**config.mk**
```make
export PLATFORM = sky130hd
export DESIGN_NAME = seq_frame_tx_flat
export DESIGN_NICKNAME = d
export VERILOG_FILES = /design/src/rtl/seq_frame_tx_if.sv /design/src/rtl/seq_frame_tx.sv /design/src/flat_wrapper.sv
export SDC_FILE = /design/constraint.sdc
export NUM_CORES = 1
export LEC_CHECK = 0
export CAP_MARGIN = 20
export CORE_MARGIN = 5
export CORE_UTILIZATION = 54
export CTS_BUF_LIST = sky130_fd_sc_hd__clkbuf_8
export DETAILED_ROUTE_END_ITERATION = 16
export PLACE_DENSITY = 0.79
export SKIP_LAST_GASP = 1
export SLEW_MARGIN = 20
export SYNTH_ARGS = -nofsm -noshare
export SYNTH_HDL_FRONTEND = slang
export SYNTH_SLANG_ARGS = --single-unit
```
**constraint.sdc**
```tcl
create_clock -name clk -period 2.5 [get_ports clk]
set_input_delay 0.5 -clock clk [delete_from_list [all_inputs] [get_ports clk]]
set_output_delay 0.5 -clock clk [all_outputs]
set_load 0.01 [all_outputs]
```
**src/rtl/seq_frame_tx_if.sv**
```systemverilog
// Bus bundle for seq_frame_tx: frame request/latch inputs, bit strobe and the
// serial line/status outputs. master = transmitter side, slave = driver/receiver side.
interface seq_frame_tx_if #(
  parameter int unsigned DATA_W = 16
);
  logic              clk_en;
  logic              start;
  logic [3:0]        len;
  logic [DATA_W-1:0] data_in;
  logic              ser_out;
  logic              ser_out_valid;
  logic              busy;
  logic              done;
  logic [3:0]        cnt_out;

  modport master (
    input  clk_en, start, len, data_in,
    output ser_out, ser_out_valid, busy, done, cnt_out
  );

  modport slave (
    output clk_en, start, len, data_in,
    input  ser_out, ser_out_valid, busy, done, cnt_out
  );
endinterface

```
**src/rtl/seq_frame_tx.sv**
```systemverilog
// Serial frame transmitter: sync pattern, 4-bit length, then payload, one bit per clk_en.
// Optional trailing even-parity bit when SEQ_TX_PARITY_EN is defined.
module seq_frame_tx #(
  parameter int unsigned       SYNC_W   = 4,
  parameter logic [SYNC_W-1:0] SYNC_PAT = 4'b1101,
  parameter int unsigned       DATA_W   = 16
) (
  input  logic           clk,
  input  logic           rst,
  seq_frame_tx_if.master bus
);

  localparam int unsigned IDX_W = (SYNC_W > 16) ? $clog2(SYNC_W) : 4;

  if (DATA_W < 15) begin : g_data_w_check
    $error("seq_frame_tx: DATA_W must be >= 15");
  end

  typedef enum logic [2:0] {
    S_IDLE,
    S_SYNC,
    S_LEN,
    S_DATA,
`ifdef SEQ_TX_PARITY_EN
    S_PAR,
`endif
    S_DONE
  } state_t;

`ifdef SEQ_TX_PARITY_EN
  localparam state_t S_END = S_PAR;
`else
  localparam state_t S_END = S_DONE;
`endif

  state_t            state_q, state_d;
  logic [IDX_W-1:0]  idx_q, idx_d;
  logic [3:0]        len_q, len_d;
  logic [DATA_W-1:0] data_q, data_d;
`ifdef SEQ_TX_PARITY_EN
  logic              par_q, par_d;
`endif

  logic       cur_bit;
  logic       valid;
  logic       busy;
  logic       done;
  logic [3:0] cnt;

  always_ff @(posedge clk) begin
    if (!rst) begin
      state_q <= S_IDLE;
      idx_q   <= '0;
      len_q   <= '0;
      data_q  <= '0;
`ifdef SEQ_TX_PARITY_EN
      par_q   <= 1'b0;
`endif
    end else begin
      state_q <= state_d;
      idx_q   <= idx_d;
      len_q   <= len_d;
      data_q  <= data_d;
`ifdef SEQ_TX_PARITY_EN
      par_q   <= par_d;
`endif
    end
  end

  // Bit on the line and status; remaining payload count in DATA is idx+1.
  always_comb begin
    cur_bit = 1'b1;
    valid   = 1'b0;
    busy    = 1'b0;
    done    = 1'b0;
    cnt     = '0;
    case (state_q)
      S_SYNC: begin
        valid = 1'b1;
        busy  = 1'b1;
        cnt   = len_q;
        for (int unsigned i = 0; i < SYNC_W; i++)
          if (i == 32'(idx_q)) cur_bit = SYNC_PAT[i];
      end
      S_LEN: begin
        valid = 1'b1;
        busy  = 1'b1;
        cnt   = len_q;
        for (int unsigned i = 0; i < 4; i++)
          if (i == 32'(idx_q)) cur_bit = len_q[i];
      end
      S_DATA: begin
        valid = 1'b1;
        busy  = 1'b1;
        cnt   = 4'(idx_q + IDX_W'(1));
        for (int unsigned i = 0; i < DATA_W; i++)
          if (i == 32'(idx_q)) cur_bit = data_q[i];
      end
`ifdef SEQ_TX_PARITY_EN
      S_PAR: begin
        valid   = 1'b1;
        busy    = 1'b1;
        cur_bit = par_q;
      end
`endif
      S_DONE:  done = 1'b1;
      default: ;
    endcase
  end

  always_comb begin
    state_d = state_q;
    idx_d   = idx_q;
    len_d   = len_q;
    data_d  = data_q;
`ifdef SEQ_TX_PARITY_EN
    par_d   = par_q;
`endif
    case (state_q)
      S_IDLE: begin
        if (bus.start) begin
          len_d   = bus.len;
          data_d  = bus.data_in;
          idx_d   = IDX_W'(SYNC_W - 1);
          state_d = S_SYNC;
`ifdef SEQ_TX_PARITY_EN
          par_d   = ^bus.len;
`endif
        end
      end
      S_SYNC: begin
        if (bus.clk_en) begin
          if (idx_q == '0) begin
            state_d = S_LEN;
            idx_d   = IDX_W'(3);
          end else begin
            idx_d = idx_q - IDX_W'(1);
          end
        end
      end
      S_LEN: begin
        if (bus.clk_en) begin
          if (idx_q != '0) begin
            idx_d = idx_q - IDX_W'(1);
          end else if (len_q == '0) begin
            state_d = S_END;
          end else begin
            state_d = S_DATA;
            idx_d   = IDX_W'(len_q) - IDX_W'(1);
          end
        end
      end
      S_DATA: begin
        if (bus.clk_en) begin
`ifdef SEQ_TX_PARITY_EN
          par_d = par_q ^ cur_bit;
`endif
          if (idx_q == '0) state_d = S_END;
          else             idx_d   = idx_q - IDX_W'(1);
        end
      end
`ifdef SEQ_TX_PARITY_EN
      S_PAR: begin
        if (bus.clk_en) state_d = S_DONE;
      end
`endif
      S_DONE:  state_d = S_IDLE;
      default: state_d = S_IDLE;
    endcase
  end

  assign bus.ser_out       = cur_bit;
  assign bus.ser_out_valid = valid;
  assign bus.busy          = busy;
  assign bus.done          = done;
  assign bus.cnt_out       = cnt;

endmodule
```
**src/flat_wrapper.sv**
```systemverilog
// flat-port wrapper written by rule: the top's interface ports become plain ports
module seq_frame_tx_flat 
#(
  parameter int unsigned       SYNC_W   = 4,
  parameter logic [SYNC_W-1:0] SYNC_PAT = 4'b1101,
  parameter int unsigned       DATA_W   = 16
)
  (clk, rst, bus_clk_en, bus_start, bus_len, bus_data_in, bus_ser_out, bus_ser_out_valid, bus_busy, bus_done, bus_cnt_out);
  seq_frame_tx_if #(.DATA_W(DATA_W)) bus_i ();
  input  logic clk;
  input  logic rst;
  input wire logic [$bits(bus_i.clk_en)-1:0] bus_clk_en;
  input wire logic [$bits(bus_i.start)-1:0] bus_start;
  input wire logic [$bits(bus_i.len)-1:0] bus_len;
  input wire logic [$bits(bus_i.data_in)-1:0] bus_data_in;
  output wire logic [$bits(bus_i.ser_out)-1:0] bus_ser_out;
  output wire logic [$bits(bus_i.ser_out_valid)-1:0] bus_ser_out_valid;
  output wire logic [$bits(bus_i.busy)-1:0] bus_busy;
  output wire logic [$bits(bus_i.done)-1:0] bus_done;
  output wire logic [$bits(bus_i.cnt_out)-1:0] bus_cnt_out;
  assign bus_i.clk_en = bus_clk_en;
  assign bus_i.start = bus_start;
  assign bus_i.len = bus_len;
  assign bus_i.data_in = bus_data_in;
  assign bus_ser_out = bus_i.ser_out;
  assign bus_ser_out_valid = bus_i.ser_out_valid;
  assign bus_busy = bus_i.busy;
  assign bus_done = bus_i.done;
  assign bus_cnt_out = bus_i.cnt_out;
  seq_frame_tx #(.SYNC_W(SYNC_W), .SYNC_PAT(SYNC_PAT), .DATA_W(DATA_W)) u_core (.clk(clk), .rst(rst), .bus(bus_i));
endmodule
```
### After elaboration in Yosys (flattened, before gate mapping)

Cells that the tools add are included.

* logic and storage cells: 90
* bits in registers: 27
* input port bits: 24
* output and inout port bits: 8

* reduce and logical (&&, ||, !) cells: 10
* add/subtract/negate cells: 3
* equality and inequality tests: 28
* multiplexer cells: 45

Operators with widths (number)
* $eq A4 B4 Y1 const A: 8
* $mux W4: 8
* $mux W1: 25
* $mux W3: 8
* $eq A3 B4 Y1 const A: 4
* $pmux W4 S4: 1
* $reduce_and A7 Y1: 2
* $ne A2 B2 Y1 const B: 6
* $pmux W3 S4: 1
* $eq A2 B4 Y1 const A: 2
* $logic_not A4 Y1: 2
* $pmux W4 S2: 1
* $reduce_bool A4 Y1: 2
* $sub A4 B1 Y4 const B: 2
* $eq A3 B2 Y1 const B: 2
* $add A4 B1 Y4 const B: 1
* $eq A1 B4 Y1 const A: 1
* $ne A2 B1 Y1 const B: 2
* $eq A3 B1 Y1 const B: 1
* $eq A3 B3 Y1 const B: 1
* $logic_not A3 Y1: 1
* $ne A3 B2 Y1 const B: 1
* $pmux W1 S3: 1
* $reduce_or A3 Y1: 1
* 2 further kinds: 2

### Logic depth before layout (Yosys ltp)

Gate-level depths: netlist of run 1.

* depth in word-level cells: 18
* depth in mapped cells: 8
* mapped depth without buffers: 7

### Least setup slack after synthesis of run 1

OpenSTA, ideal clock, no wires.

* path kind: flip-flop to output port
* start: reg u_core.idx_q[0]
* end: out bus_ser_out
* stages on the path, launching flop included: 9
* path buffers: 1
* data required time: 2.000 ns
* arrival: 1.905 ns
* setup slack: 0.095 ns
* cell sequence: dfxtp_1 -> inv_1 -> ha_1 -> buf_2 -> and2_1 -> o41ai_2 -> o21ai_1 -> a211o_1 -> a221o_1

* cells in the longest elaborated chain, start to end: 18
* elaborated cells between the ends (all ways): 40
* those cells by class: 15 x eq/ne; 24 x mux; 1 x reduce/logical

Ends and longest elaborated chain
* start, declared: line seq_frame_tx.sv:37 `logic [IDX_W-1:0] idx_q, idx_d;`
* start signal, assigned: line seq_frame_tx.sv:61 `idx_q <= idx_d;`
* $logic_not A4 Y1
* $mux W1 (16 in series): line seq_frame_tx.sv:97 `if (i == 32'(idx_q)) cur_bit = data_q[i];`
* $pmux W1 S3 *: line seq_frame_tx.sv:77 `case (state_q)`
* end, declared: line flat_wrapper.sv:16 `output wire logic [$bits(bus_i.ser_out)-1:0] bus_ser_out;`

Mark *: on every way between the ends. The rest lies on a longest branch, timed or not.

### Worst setup path in the final report of run 1

Ends and elaborated chain as after synthesis.

==> results of run 1 <==
## registers in the layout, indices dropped and copies added (netlist names)
register / count
u_core.data_q: 16
u_core.state_q: 3
u_core.len_q: 4
u_core.idx_q: 4
## per-stage QoR
step	hold slack, ns	instances
global placement	0.440	316
global route	0.481	322
detailed placement	0.447	316
CTS	0.459	322
finish	0.463	322
floorplan	0.431	233
## area by class of cell
| type | instances | area, um2 |
|---|---|---|
| Tap cell | 44 | 55.1 |
| Inverter | 9 | 38.8 |
| Timing Repair Buffer | 60 | 528 |
| Multi-Input combinational cell | 178 | 1100 |
| Sequential cell | 27 | 553 |
| Clock buffer | 3 | 41.3 |
| Fill cell | 231 | 706 |
| Clock inverter | 1 | 3.75 |
## metal layers
layer / wire (um) / vias up / track usage
li1: - / 904 / -
met1: 2050 / 813 / 0.288
met2: 2260 / 60 / 0.364
met3: 240 / 13 / 0.0306
met4: 114 / 0 / 0.0685
met5: 0 / - / 0
## power by group
| group | leakage, uW | total (uW) | switching [uW] | internal, uW |
|---|---|---|---|---|
| sequential | 0.000224 | 571 | 71.6 | 499 |
| combinational | 0.000688 | 1050 | 536 | 517 |
| clock | 0.0000269 | 241 | 131 | 110 |
## path summary, 6_finish.rpt
path                            cells after the start                           from                            end  slack (ns)
worst min-delay path                                2  u_core.data_q[1]$_SDFFE_PN0P_  u_core.data_q[1]$_SDFFE_PN0P_        0.46
worst min register to register                      2  u_core.data_q[1]$_SDFFE_PN0P_  u_core.data_q[1]$_SDFFE_PN0P_        0.46
worst max register to register                      7   u_core.idx_q[1]$_SDFFE_PN0P_   u_core.idx_q[1]$_SDFFE_PN0P_        0.58
worst max-delay path                                8   u_core.idx_q[0]$_SDFFE_PN0P_                    bus_ser_out       -0.22
## worst reg2reg max path, stage by stage (launching register included)
cell      delay, ns
dfxtp_4        0.38
inv_4          0.09
ha_4           0.15
buf_4          0.12
nor3b_4        0.32
a311o_1        0.42
a21oi_1        0.10
a221oi_1       0.24
## logic make-up after synthesis
kind of cell               share of synthesized area
DFF                                            0.319
xor gates and xnor gates                      0.0310
AOI/OAI and AO/OA                              0.267
adders and majority gates                     0.0428
and+or+nand+nor                                0.263
buffers and inverters                         0.0723
muxes                                        0.00590
## synthesized netlist by cell type (3+ instances only)
cell,count,share of area
a21o_1,3,0.013
a21oi_1,33,0.097
a221oi_1,3,0.015
a22oi_1,5,0.022
buf_2,5,0.015
buf_4,3,0.013
clkbuf_1,11,0.024
dfxtp_1,27,0.32
ha_1,5,0.037
inv_1,7,0.015
nand2_1,54,0.12
nand3_1,3,0.0088
nor2_1,17,0.038
nor2b_1,4,0.015
nor3_1,4,0.012
o21ai_0,3,0.0088
o311ai_1,3,0.015
o31ai_1,3,0.013
xnor2_1,3,0.015
xor2_1,3,0.015
## placed cells by master (no fill, tap or decap), types with 4 or more instances in the layout
| master | Yosys | routed |
|---|---|---|
| clkdlybuf4s50_1 | 0 | 28 |
| buf_4 | 3 | 28 |
| a22oi_1 | 5 | 5 |
| nor2b_1 | 4 | 4 |
| inv_1 | 7 | 6 |
| a21oi_1 | 33 | 33 |
| dfxtp_1 | 27 | 23 |
| nand2_1 | 54 | 54 |
| nor2_1 | 17 | 16 |
| nor3_1 | 4 | 4 |
## what timing repair did
item | in CTS | in global routing
pin swaps | 5 | 6
setup buffers | 2 | 0
resized for setup | 19 | 11
endpoints found under the setup margin | 3 | 4
==> results.txt, run 1 <==
worst slack, placed = -0.343 ns
area of the core = 3030 um2
Antenna Cells = 0
H-tree depth = 1
CTS Buffer Depth = 2
Post-CTS Hold Buffers = 0
crit-path leading delay family = compound AO/OA/AOI/OAI gates
largest net degree at the start of global routing = 26
final WL = 4.66 mm
first-pass GRT wire length = 7.47 mm
CTS tree = done
failing checks = negative setup slack
CP Data Arrival Time = 2.22 ns
DRC = 0
Max Cap Violations = 0
Max Clock Freq = 0.368 GHz
Rel. slew slack = 0.729
async set or reset register ratio after synthesis = 0
Via density = 5.56
Distinct cells, synth = 48
fin nets = 308
status = complete, but fails checks
design area = 2320 um2
syn nets = 262
CTS Root Cell = clkbuf_8
Crit Path Class = flop to primary output
final hold vios = 0
max-slew violations = 0
Total Routing Usage GR = 0.218
Startpoint Class = flop
post-DP HPWL = 3.26 mm
post-route ant nets = 0
leakage power = 0.000939 uW
setup_tns = -0.221 ns
Mapped Cells = 233
number of global-route vias before repair = 1602
Seq cells post-synth = 27
CTS Buf Count = 3
setup violators final = 1
CP Capture Type = primary output
GRT overflow = 0
critical path peak fanout = 6
Port Buffers = 31
layout cells sized above 1 = 0.201
Starting DRT DRC Count = 178
Hold Crit Class = flop to flop
pin slew with the least headroom to its limit = 0.406 ns
Initial Utilization = 0.560
critical-path cell list = inv_4 > ha_4 > and2_1 > o41ai_2 > o21ai_1 > a211o_1 > a221o_1 > buf_2
Required @ worst endpoint = 2.00 ns
Placed Area = 2180 um2
Core Rows = 20
Vert. Die Dim = 66.1 um
yosys warns = 0
CP peak stage delay = 0.40 ns
I/O pin cnt = 32
synthesized cell area = 1700 um2
Die Area = 4360 um2
routability cong. = 0.923
Design Power = 1870 uW
clock tree sinks = 27
Critical path buffers and inverters = 2
post-synthesis sequential area ratio = 0.319
routed via count = 1790
unrepaired setup endpoints after global routing = true
clock skew = 0.00400 ns
PwrDens = 803 nW/um2
Main synth FF type = dfxtp_1
final core occ = 0.767
Area Overhead vs Synth = 36.9%
Mean Syn Cell Area = 7.28 um2
CP max-delay cell = dfxtp_4
initial antenna violation count = 0
Reg clk slew, reported paths = 0.09 ns
Wirelength per Cell = 14.5 um
Final Cycle Share = 1.09
worst skew pair latency = 0.27 ns
drt first pass iters = 4
Period minus WS final = 2.72 ns
VDD IR max = 0.480 mV
Die Wd = 66.1 um
EDFF count, synth = 0
setup ws final = -0.221 ns
No activity file was read; power rests on OpenSTA's default activity.
==> inputs of run 2 (changes only) <==
Settings changed: GPL_TIMING_DRIVEN set to 0.
==> results.txt, run 2 (same netlist as run 1, synthesis figures left out) <==
Pint = 1140 uW
Area Overhead vs Synth = 39.7%
CTS tree = done
PwrDens = 816 nW/um2
Startpoint Class = flop
Rel. slew slack = 0.609
CTS Buf Count = 3
Hold Crit Class = flop to flop
number of global-route vias before repair = 1718
most frequent cells in the layout = nand2_1 (54), a21oi_1 (33), clkdlybuf4s50_1 (27)
CP Data Arrival Time = 2.36 ns
Worst Reg-to-Reg Cells = 5
area of the core = 3030 um2
max-slew violations = 0
H-tree depth = 1
CP Capture Type = primary output
commonest non-fill, non-tap cell in the layout = nand2_1
Seq pwr share = 0.288
post-DP HPWL = 3.18 mm
R2R Setup Slk = 0.48 ns
worst min-delay path endpoint = u_core.data_q[1]$_SDFFE_PN0P_
Required @ worst endpoint = 2.00 ns
critical path peak fanout = 6
worst skew pair latency = 0.28 ns
Period minus WS final = 2.86 ns
Placed Area = 2060 um2
largest net degree at the start of global routing = 16
worst flop-to-flop path endpoint = u_core.idx_q[0]$_SDFFE_PN0P_
post-route ant nets = 0
Final Cycle Share = 1.14
layout cells sized above 1 = 0.208
Wirelength per Cell = 16.0 um
failing checks = negative setup slack
routability cong. = 0.936
Antenna Cells = 0
Initial Utilization = 0.560
max FFs per register = 16
drt first pass iters = 5
leakage power = 0.000973 uW
pin slew with the least headroom to its limit = 0.579 ns
DRC = 0
setup violators final = 1
Net Sw Frac = 0.408
clock tree sinks = 27
I/O pin cnt = 32
Post-CTS Hold Buffers = 0
final hold vios = 0
Die Area = 4360 um2
worst r2r src = u_core.len_q[0]$_SDFFE_PN0P_
Design Power = 1930 uW
VDD IR max = 0.452 mV
design area = 2370 um2
clock skew = 0.00650 ns
status = complete, but fails checks
final WL = 5.22 mm
Hold Startpoint = u_core.data_q[1]$_SDFFE_PN0P_
Reg clk slew, reported paths = 0.10 ns
first-pass GRT wire length = 7.82 mm
Via density = 5.92
CTS Buffer Depth = 2
Crit Path Class = flop to primary output
GRT overflow = 0
Clock Power Share = 0.132
Psw = 789 uW
fin nets = 313
final core occ = 0.783
Total Routing Usage GR = 0.232
Gate power share = 0.580
Hold Path Depth = 2
Max Cap Violations = 0
Vert. Die Dim = 66.1 um
CTS Root Cell = clkbuf_8
Core Rows = 20
initial antenna violation count = 0
Port Buffers = 31
setup ws final = -0.362 ns
Largest Register = u_core.data_q
Max Clock Freq = 0.349 GHz
Starting DRT DRC Count = 216
unrepaired setup endpoints after global routing = true
Die Wd = 66.1 um
routed via count = 1936
biggest regs = u_core.data_q (16), u_core.idx_q (4), u_core.len_q (4)
## run 2: timing repair
action | in CTS | in global routing
setup endpoints to repair | 8 | 5
buffers inserted | 11 | 5
pin swaps | 4 | 7
gates resized for setup | 30 | 19
## run 2: layer usage
layer  track usage  routed length (um)  part of all wire  vias up
li1              -                   -                 -      912
met4        0.0964                 210             0.040        0
met5             0                   0                 0        -
met2         0.414                2510              0.48      112
met1         0.275                2110              0.40      882
met3        0.0306                 395             0.076       30
## run 2: power by group through the flow
stage	registers [uW]	clock network [uW]	logic, uW
floorplan	538	0	614
global placement	554	0	835
detailed placement	555	0	834
CTS	543	255	979
global route	564	270	1210
finish	558	255	1120
## run 2: final cells by class
class / instances / area [um2]
plain buffers: 18 / 124
inverters: 9 / 36.3
well taps: 44 / 55.1
multi-input cells: 178 / 1120
clock inverters: 1 / 5.00
clock buffers: 3 / 41.3
repair buffers: 47 / 433
flip-flops and latches: 27 / 553
fillers: 224 / 658
## run 2: worst max-delay path, stage by stage, from the launching register on
cell and delay [ns]:
dfxtp_4 0.38, buf_6 0.12, ha_4 0.15, buf_6 0.13
and2_4 0.14, o41ai_4 0.27, o21ai_1 0.09, a211o_1 0.28
a221o_1 0.37, buf_2 0.15
## run 2: metrics by stage
step | hold WS, ns | worst slack, ns | cells | TNS [ns]
final | 0.460 | -0.362 | 327 | -0.362
after global routing | 0.480 | -0.378 | 327 | -0.409
after detailed placement | 0.443 | -0.568 | 308 | -0.568
after global placement | 0.442 | -0.537 | 308 | -0.537
after CTS | 0.456 | -0.310 | 323 | -0.310
after floorplan | 0.431 | 0.0945 | 233 | 0
## run 2: worst max-delay path by stage
stage | from | end | cells after the start
after global placement | u_core.idx_q[0]$_SDFFE_PN0P_ | bus_ser_out | 9
after CTS | u_core.idx_q[1]$_SDFFE_PN0P_ | bus_ser_out | 9
after floorplan | u_core.idx_q[0]$_SDFFE_PN0P_ | bus_ser_out | 8
after global routing | u_core.idx_q[0]$_SDFFE_PN0P_ | bus_ser_out | 8
final | u_core.idx_q[1]$_SDFFE_PN0P_ | bus_ser_out | 9
after detailed placement | u_core.idx_q[0]$_SDFFE_PN0P_ | bus_ser_out | 9
